$ cat src/rtl/snail_sequence_gen_if.sv
// snail_sequence_gen_if: command handshake (start/pattern/length/repeat/ready) and serial outputs (sequence/valid/busy/done)
interface snail_sequence_gen_if #(
  parameter int WIDTH = 8,
  parameter int REPEAT_W = 4
);
  localparam int LEN_W = $clog2(WIDTH) + 1;
  logic start_in;
  logic [WIDTH-1:0] pattern_in;
  logic [LEN_W-1:0] length_in;
  logic [REPEAT_W-1:0] repeat_in;
  logic ready_out;
  logic sequence_out;
  logic seq_valid_out;
  logic busy_out;
  logic done_out;
  modport master (
    output start_in, pattern_in, length_in, repeat_in,
    input ready_out, sequence_out, seq_valid_out, busy_out, done_out
  );
  modport slave (
    input start_in, pattern_in, length_in, repeat_in,
    output ready_out, sequence_out, seq_valid_out, busy_out, done_out
  );
endinterface

$ cat src/rtl/snail_sequence_gen.sv
// snail_sequence_gen: serial MSB-first pattern transmitter with repeats and gaps; ports clk_in, rst_in, bus (cmd in, registered serial/status out)
module snail_sequence_gen #(
  parameter int WIDTH = 8,
  parameter int GAP_CYCLES = 2,
  parameter int REPEAT_W = 4
) (
  input logic clk_in,
  input logic rst_in,
  snail_sequence_gen_if.slave bus
);
  localparam int LEN_W = $clog2(WIDTH) + 1;
  localparam int GW = $clog2(GAP_CYCLES + 2);
  localparam logic [LEN_W-1:0] WMAX = LEN_W'(WIDTH);
  typedef enum logic [1:0] {IDLE, SHIFT, GAP, DONE} state_t;
  state_t state, state_n;
  logic [WIDTH-1:0] pat, pat_n;
  logic [LEN_W-1:0] len, len_n, idx, idx_n, len_c;
  logic [REPEAT_W-1:0] pass, pass_n;
  logic [GW-1:0] gap, gap_n;
  logic ready_r, seq_r, valid_r, busy_r, done_r;
  logic ready_n, seq_n, valid_n, busy_n, done_n;
  function automatic logic bit_at(input logic [WIDTH-1:0] p, input logic [LEN_W-1:0] i);
    return |(p & (WIDTH'(1) << i));
  endfunction
  always_comb begin
    state_n = state;
    pat_n = pat;
    len_n = len;
    idx_n = idx;
    pass_n = pass;
    gap_n = gap;
    ready_n = 1'b0;
    seq_n = 1'b0;
    valid_n = 1'b0;
    busy_n = 1'b1;
    done_n = 1'b0;
    len_c = bus.length_in > WMAX ? WMAX : bus.length_in;
    case (state)
      IDLE: begin
        ready_n = 1'b1;
        busy_n = 1'b0;
        if (bus.start_in) begin
          pat_n = bus.pattern_in;
          len_n = len_c;
          pass_n = bus.repeat_in;
          ready_n = 1'b0;
          busy_n = 1'b1;
          if (len_c == '0) begin
            state_n = DONE;
            done_n = 1'b1;
          end else begin
            state_n = SHIFT;
            idx_n = len_c - LEN_W'(1);
            seq_n = bit_at(bus.pattern_in, len_c - LEN_W'(1));
            valid_n = 1'b1;
          end
        end
      end
      SHIFT: begin
        if (idx != '0) begin
          idx_n = idx - LEN_W'(1);
          seq_n = bit_at(pat, idx - LEN_W'(1));
          valid_n = 1'b1;
        end else if (pass == '0) begin
          state_n = DONE;
          done_n = 1'b1;
        end else begin
          pass_n = pass - REPEAT_W'(1);
          if (GAP_CYCLES > 0) begin
            state_n = GAP;
            gap_n = GW'(GAP_CYCLES - 1);
          end else begin
            idx_n = len - LEN_W'(1);
            seq_n = bit_at(pat, len - LEN_W'(1));
            valid_n = 1'b1;
          end
        end
      end
      GAP: begin
        if (gap != '0) begin
          gap_n = gap - GW'(1);
        end else begin
          state_n = SHIFT;
          idx_n = len - LEN_W'(1);
          seq_n = bit_at(pat, len - LEN_W'(1));
          valid_n = 1'b1;
        end
      end
      DONE: begin
        state_n = IDLE;
        ready_n = 1'b1;
        busy_n = 1'b0;
      end
      default: state_n = IDLE;
    endcase
  end
  always_ff @(posedge clk_in) begin
    if (rst_in) begin
      state <= IDLE;
      pat <= '0;
      len <= '0;
      idx <= '0;
      pass <= '0;
      gap <= '0;
      ready_r <= 1'b1;
      seq_r <= 1'b0;
      valid_r <= 1'b0;
      busy_r <= 1'b0;
      done_r <= 1'b0;
    end else begin
      state <= state_n;
      pat <= pat_n;
      len <= len_n;
      idx <= idx_n;
      pass <= pass_n;
      gap <= gap_n;
      ready_r <= ready_n;
      seq_r <= seq_n;
      valid_r <= valid_n;
      busy_r <= busy_n;
      done_r <= done_n;
    end
  end
  assign bus.ready_out = ready_r;
  assign bus.sequence_out = seq_r;
  assign bus.seq_valid_out = valid_r;
  assign bus.busy_out = busy_r;
  assign bus.done_out = done_r;
endmodule

$ cat src/flat_wrapper.sv
// flat-port wrapper written by rule: the top's interface ports become plain ports
module snail_sequence_gen_flat 
#(
  parameter int WIDTH = 8,
  parameter int GAP_CYCLES = 2,
  parameter int REPEAT_W = 4
)
  (clk_in, rst_in, bus_start_in, bus_pattern_in, bus_length_in, bus_repeat_in, bus_ready_out, bus_sequence_out, bus_seq_valid_out, bus_busy_out, bus_done_out);
  snail_sequence_gen_if #(.WIDTH(WIDTH), .REPEAT_W(REPEAT_W)) bus_i ();
  input logic clk_in;
  input logic rst_in;
  input wire logic [$bits(bus_i.start_in)-1:0] bus_start_in;
  input wire logic [$bits(bus_i.pattern_in)-1:0] bus_pattern_in;
  input wire logic [$bits(bus_i.length_in)-1:0] bus_length_in;
  input wire logic [$bits(bus_i.repeat_in)-1:0] bus_repeat_in;
  output wire logic [$bits(bus_i.ready_out)-1:0] bus_ready_out;
  output wire logic [$bits(bus_i.sequence_out)-1:0] bus_sequence_out;
  output wire logic [$bits(bus_i.seq_valid_out)-1:0] bus_seq_valid_out;
  output wire logic [$bits(bus_i.busy_out)-1:0] bus_busy_out;
  output wire logic [$bits(bus_i.done_out)-1:0] bus_done_out;
  assign bus_i.start_in = bus_start_in;
  assign bus_i.pattern_in = bus_pattern_in;
  assign bus_i.length_in = bus_length_in;
  assign bus_i.repeat_in = bus_repeat_in;
  assign bus_ready_out = bus_i.ready_out;
  assign bus_sequence_out = bus_i.sequence_out;
  assign bus_seq_valid_out = bus_i.seq_valid_out;
  assign bus_busy_out = bus_i.busy_out;
  assign bus_done_out = bus_i.done_out;
  snail_sequence_gen #(.WIDTH(WIDTH), .GAP_CYCLES(GAP_CYCLES), .REPEAT_W(REPEAT_W)) u_core (.clk_in(clk_in), .rst_in(rst_in), .bus(bus_i));
endmodule
$ cat config.mk
export PLATFORM = sky130hd
export DESIGN_NAME = snail_sequence_gen_flat
export DESIGN_NICKNAME = d
export VERILOG_FILES = /design/src/rtl/snail_sequence_gen_if.sv /design/src/rtl/snail_sequence_gen.sv /design/src/flat_wrapper.sv
export SDC_FILE = /design/constraint.sdc
export NUM_CORES = 1
export LEC_CHECK = 0
export BUFFER_PORTS_ARGS = -buffer_cell sky130_fd_sc_hd__buf_2
export CAP_MARGIN = 10
export CORE_UTILIZATION = 40
export CTS_CLUSTER_SIZE = 30
export DETAILED_ROUTE_END_ITERATION = 8
export PLACE_DENSITY = 0.58
export SYNTH_ARGS = -nofsm -noshare
export SYNTH_HDL_FRONTEND = slang
export SYNTH_SLANG_ARGS = --single-unit
$ cat constraint.sdc
create_clock -name clk_in -period 2.4 [get_ports clk_in]
set_input_delay 0 -clock clk_in [delete_from_list [all_inputs] [get_ports clk_in]]
set_output_delay 0 -clock clk_in [all_outputs]
set_load 0.01 [all_outputs]
==> flow_summary.ini <==
[status]
status = completed

[power]
powerDensity_mw_per_mm2 = 1104
power.leakage_nw = 0.9367
ir_drop_v = 0.0004961

[placement]
numPortBuffers = 23
dpl.hpwl_um = 3236
gp_congestion = 0.7596

[clock_network]
clk-insertion-delay-late_ns = 0.28
cts_tree = yes
clock-root-buffer = clkbuf_8
path_clk_slew_ns = 0.07
postCtsSetupRepairBufs = 0
cts_buffers = 5
cts_buffer_depth = 2
htreeDepth = 2
cts_sinks = 29

[cells_and_area]
syn_to_final_growth_pct = 21.91
utilization = 0.5101
fin_nets = 300
diodes = 0
mostFrequentLayoutCells = nand2_1 (31), dfxtp_1 (29), ha_1 (23), buf_2 (23), a21oi_1 (21)
drive_gt1_frac = 0.1544
layout_commonest_cell = nand2_1

[floorplan]
die-area_mm2 = 0.004828
die_w_um = 69.49
io_pins = 24
coreArea_mm2 = 0.004354
fp.dieH_um = 69.49
start_util = 0.4184
rows = 24

[drt]
viasPerCell = 5.421
dr_wl_met2_um = 2037
firstDrtPassIters = 4
vias = 1686
avgRoutedWirePerCell_um = 14.68
antenna_left = 0
finalWirelength_um = 4567
met1_length_um = 2274
top_layer = met4
met3WireLength_um = 191
drtIter0Drc = 114
drc = 0

[worst_setup_path]
r2r_start = u_core.idx[0]$_SDFFE_PP0P_
path_common_cell = or3_1
cp_top_family = simple AND/OR/NAND/NOR gates
critPathKind = flip-flop to flip-flop
reg2reg_slack_ns = 0.27
crit_path_max_fanout = 6
cp-end-kind = flip-flop
reg2reg_depth = 7
crit_chain = inv_1 -> ha_1 -> nor3b_1 -> o21ai_0 -> or3_1 -> or3_1 -> a21oi_1
slowest_delay_ns = 0.38
worstPathRequired_ns = 2.62
crit_path_start_kind = flip-flop
r2r-end = u_core.gap[1]$_SDFFE_PP0P_
cp_num_buf_inv = 1
cp.depth = 7
crit_arrival_ns = 2.35
crit_slowest_cell = or3_1

[sta]
setup_viol = 0
rsz0062_at_grt = false
post-route-period-util = 0.8888
layout_min_cycle_time_ns = 2.133
slew_violations = 0
relSlewSlack = 0.6253
worst_slew_pin_slew_ns = 0.5606
hold_slack_ns = 0.05854
hold_violations = 0
skew_ns = 0.006220
max_freq_ghz = 0.4688
fin_setup_tns_ns = 0

[hold_path]
hp-start = bus_repeat_in[1]
whs_path_depth = 3
holdPathEnd = u_core.pass[1]$_SDFFE_PP0P_
hold_path.class = input port to flip-flop

[global_routing]
gr-total-overflow = 0
grt_pass1_vias = 1602
grt_pass1_wl_um = 7762
grt_start_max_net_pins = 29
antenna_found_initial = 0
grt_usage = 0.2025

[synth]
synth_ff_type = dfxtp_1
syn_nets = 265
synthArstFlopShare = 0
synth_edf_count = 0
synth_cell_types = 40
syn_area_mm2 = 0.001822
avgSynthCellArea_um2 = 8.169
synth_seq_cells = 29
yosysWarnings = 0
synth-seq-area-share = 0.3187
syn_inst = 223

[job]
max-cap-violations = 0
[how the worst max path moves through the flow]
stage                                from                          end
2_1_floorplan  u_core.idx[0]$_SDFFE_PP0P_  u_core.pass[0]$_SDFFE_PP0P_
3_3_place_gp   u_core.idx[0]$_SDFFE_PP0P_  u_core.pass[0]$_SDFFE_PP0P_
3_5_place_dp   u_core.idx[0]$_SDFFE_PP0P_  u_core.pass[0]$_SDFFE_PP0P_
4_1_cts        u_core.idx[0]$_SDFFE_PP0P_  u_core.pass[0]$_SDFFE_PP0P_
5_1_grt        u_core.idx[0]$_SDFFE_PP0P_   u_core.gap[1]$_SDFFE_PP0P_
6_report       u_core.idx[0]$_SDFFE_PP0P_   u_core.gap[1]$_SDFFE_PP0P_
[cells in the mapped netlist, types with 2 or more instances]
master,instances,area share
a221oi_1,4,0.019
nand2_1,31,0.064
nand2b_1,2,0.0069
nor3b_1,2,0.0082
nand4_1,3,0.010
nor2_1,18,0.037
a31oi_1,2,0.0069
a211oi_1,4,0.016
a22oi_1,7,0.029
a22o_1,5,0.024
o221ai_1,2,0.0096
xor2_1,2,0.0096
dfxtp_1,29,0.32
o21ai_0,7,0.019
ha_1,23,0.16
a21oi_1,21,0.058
nor2b_1,3,0.010
xnor2_1,4,0.019
clkbuf_1,6,0.012
inv_1,15,0.031
mux2_2,2,0.012
or3_1,2,0.0069
mux2i_1,3,0.016
nor3_1,10,0.027
[report_power, final]
part | switching (mW) | internal, mW
Clock | 0.200 | 0.412
Sequential | 0.112 | 0.607
Combinational | 0.645 | 0.476
[worst reg2reg max path, delay by kind of cell (launching register included)]
kind | cells | cell delay (ns)
AND/OR/NAND/NOR | 3 | 1.04
flip-flops | 1 | 0.36
AO/OA/AOI/OAI | 2 | 0.30
adder cells (fa/ha/maj) | 1 | 0.22
buffers and inverters | 1 | 0.14
[kinds of logic (layout without fill, tap and decap cells)]
family / after synthesis / in the layout / share of synthesized area
AND/OR/NAND/NOR: 77 / 77 / 0.1957
AO/OA/AOI/OAI: 61 / 61 / 0.2239
flip-flops: 29 / 29 / 0.3187
adder cells (fa/ha/maj): 23 / 23 / 0.1580
buffers and inverters: 22 / 58 / 0.04601
XOR/XNOR: 6 / 6 / 0.02885
multiplexers: 5 / 5 / 0.02885
[repair_timing]
item	in CTS	in global routing
resized for setup	0	0
endpoints found under the hold margin	9	0
hold buffers	9	0
[through the flow]
stage               worst slack, ns  instance area [um^2]  power, mW  cells
finish                       0.2670                  2221      2.452    311
global route                0.06042                  2221      2.642    311
CTS                          0.2661                  2221      2.456    311
detailed placement           0.2847                  1997      1.824    294
global placement             0.3238                  1997      1.836    294
floorplan                    0.4745                  1822      1.549    223
[per-layer routing]
layer / global-route usage / vias to the layer above
li1: - / 860
met1: 0.2831 / 787
met2: 0.3107 / 34
met3: 0.04360 / 5
met4: 0.06122 / 0
met5: 0 / -
[sequential cells by signal, indices dropped and copies added, names as in the netlist]
| signal | cells |
|---|---|
| u_core.pat | 8 |
| u_core.idx | 4 |
| u_core.len | 4 |
| u_core.pass | 4 |
| u_core.gap | 2 |
| u_core.state | 2 |
| u_core.bus.busy_out | 1 |
| u_core.bus.done_out | 1 |
| u_core.bus.ready_out | 1 |
| u_core.bus.seq_valid_out | 1 |
| u_core.bus.sequence_out | 1 |
[area by class of cell]
class,instances,area [um^2]
Clock buffer,5,68.82
Clock inverter,3,65.06
Fill cell,419,2133
Inverter,15,56.30
Multi-Input combinational cell,172,1157
Sequential cell,29,580.6
Tap cell,52,65.06
Timing Repair Buffer,35,227.7
Note: power is estimated with default switching activity, not from simulation.
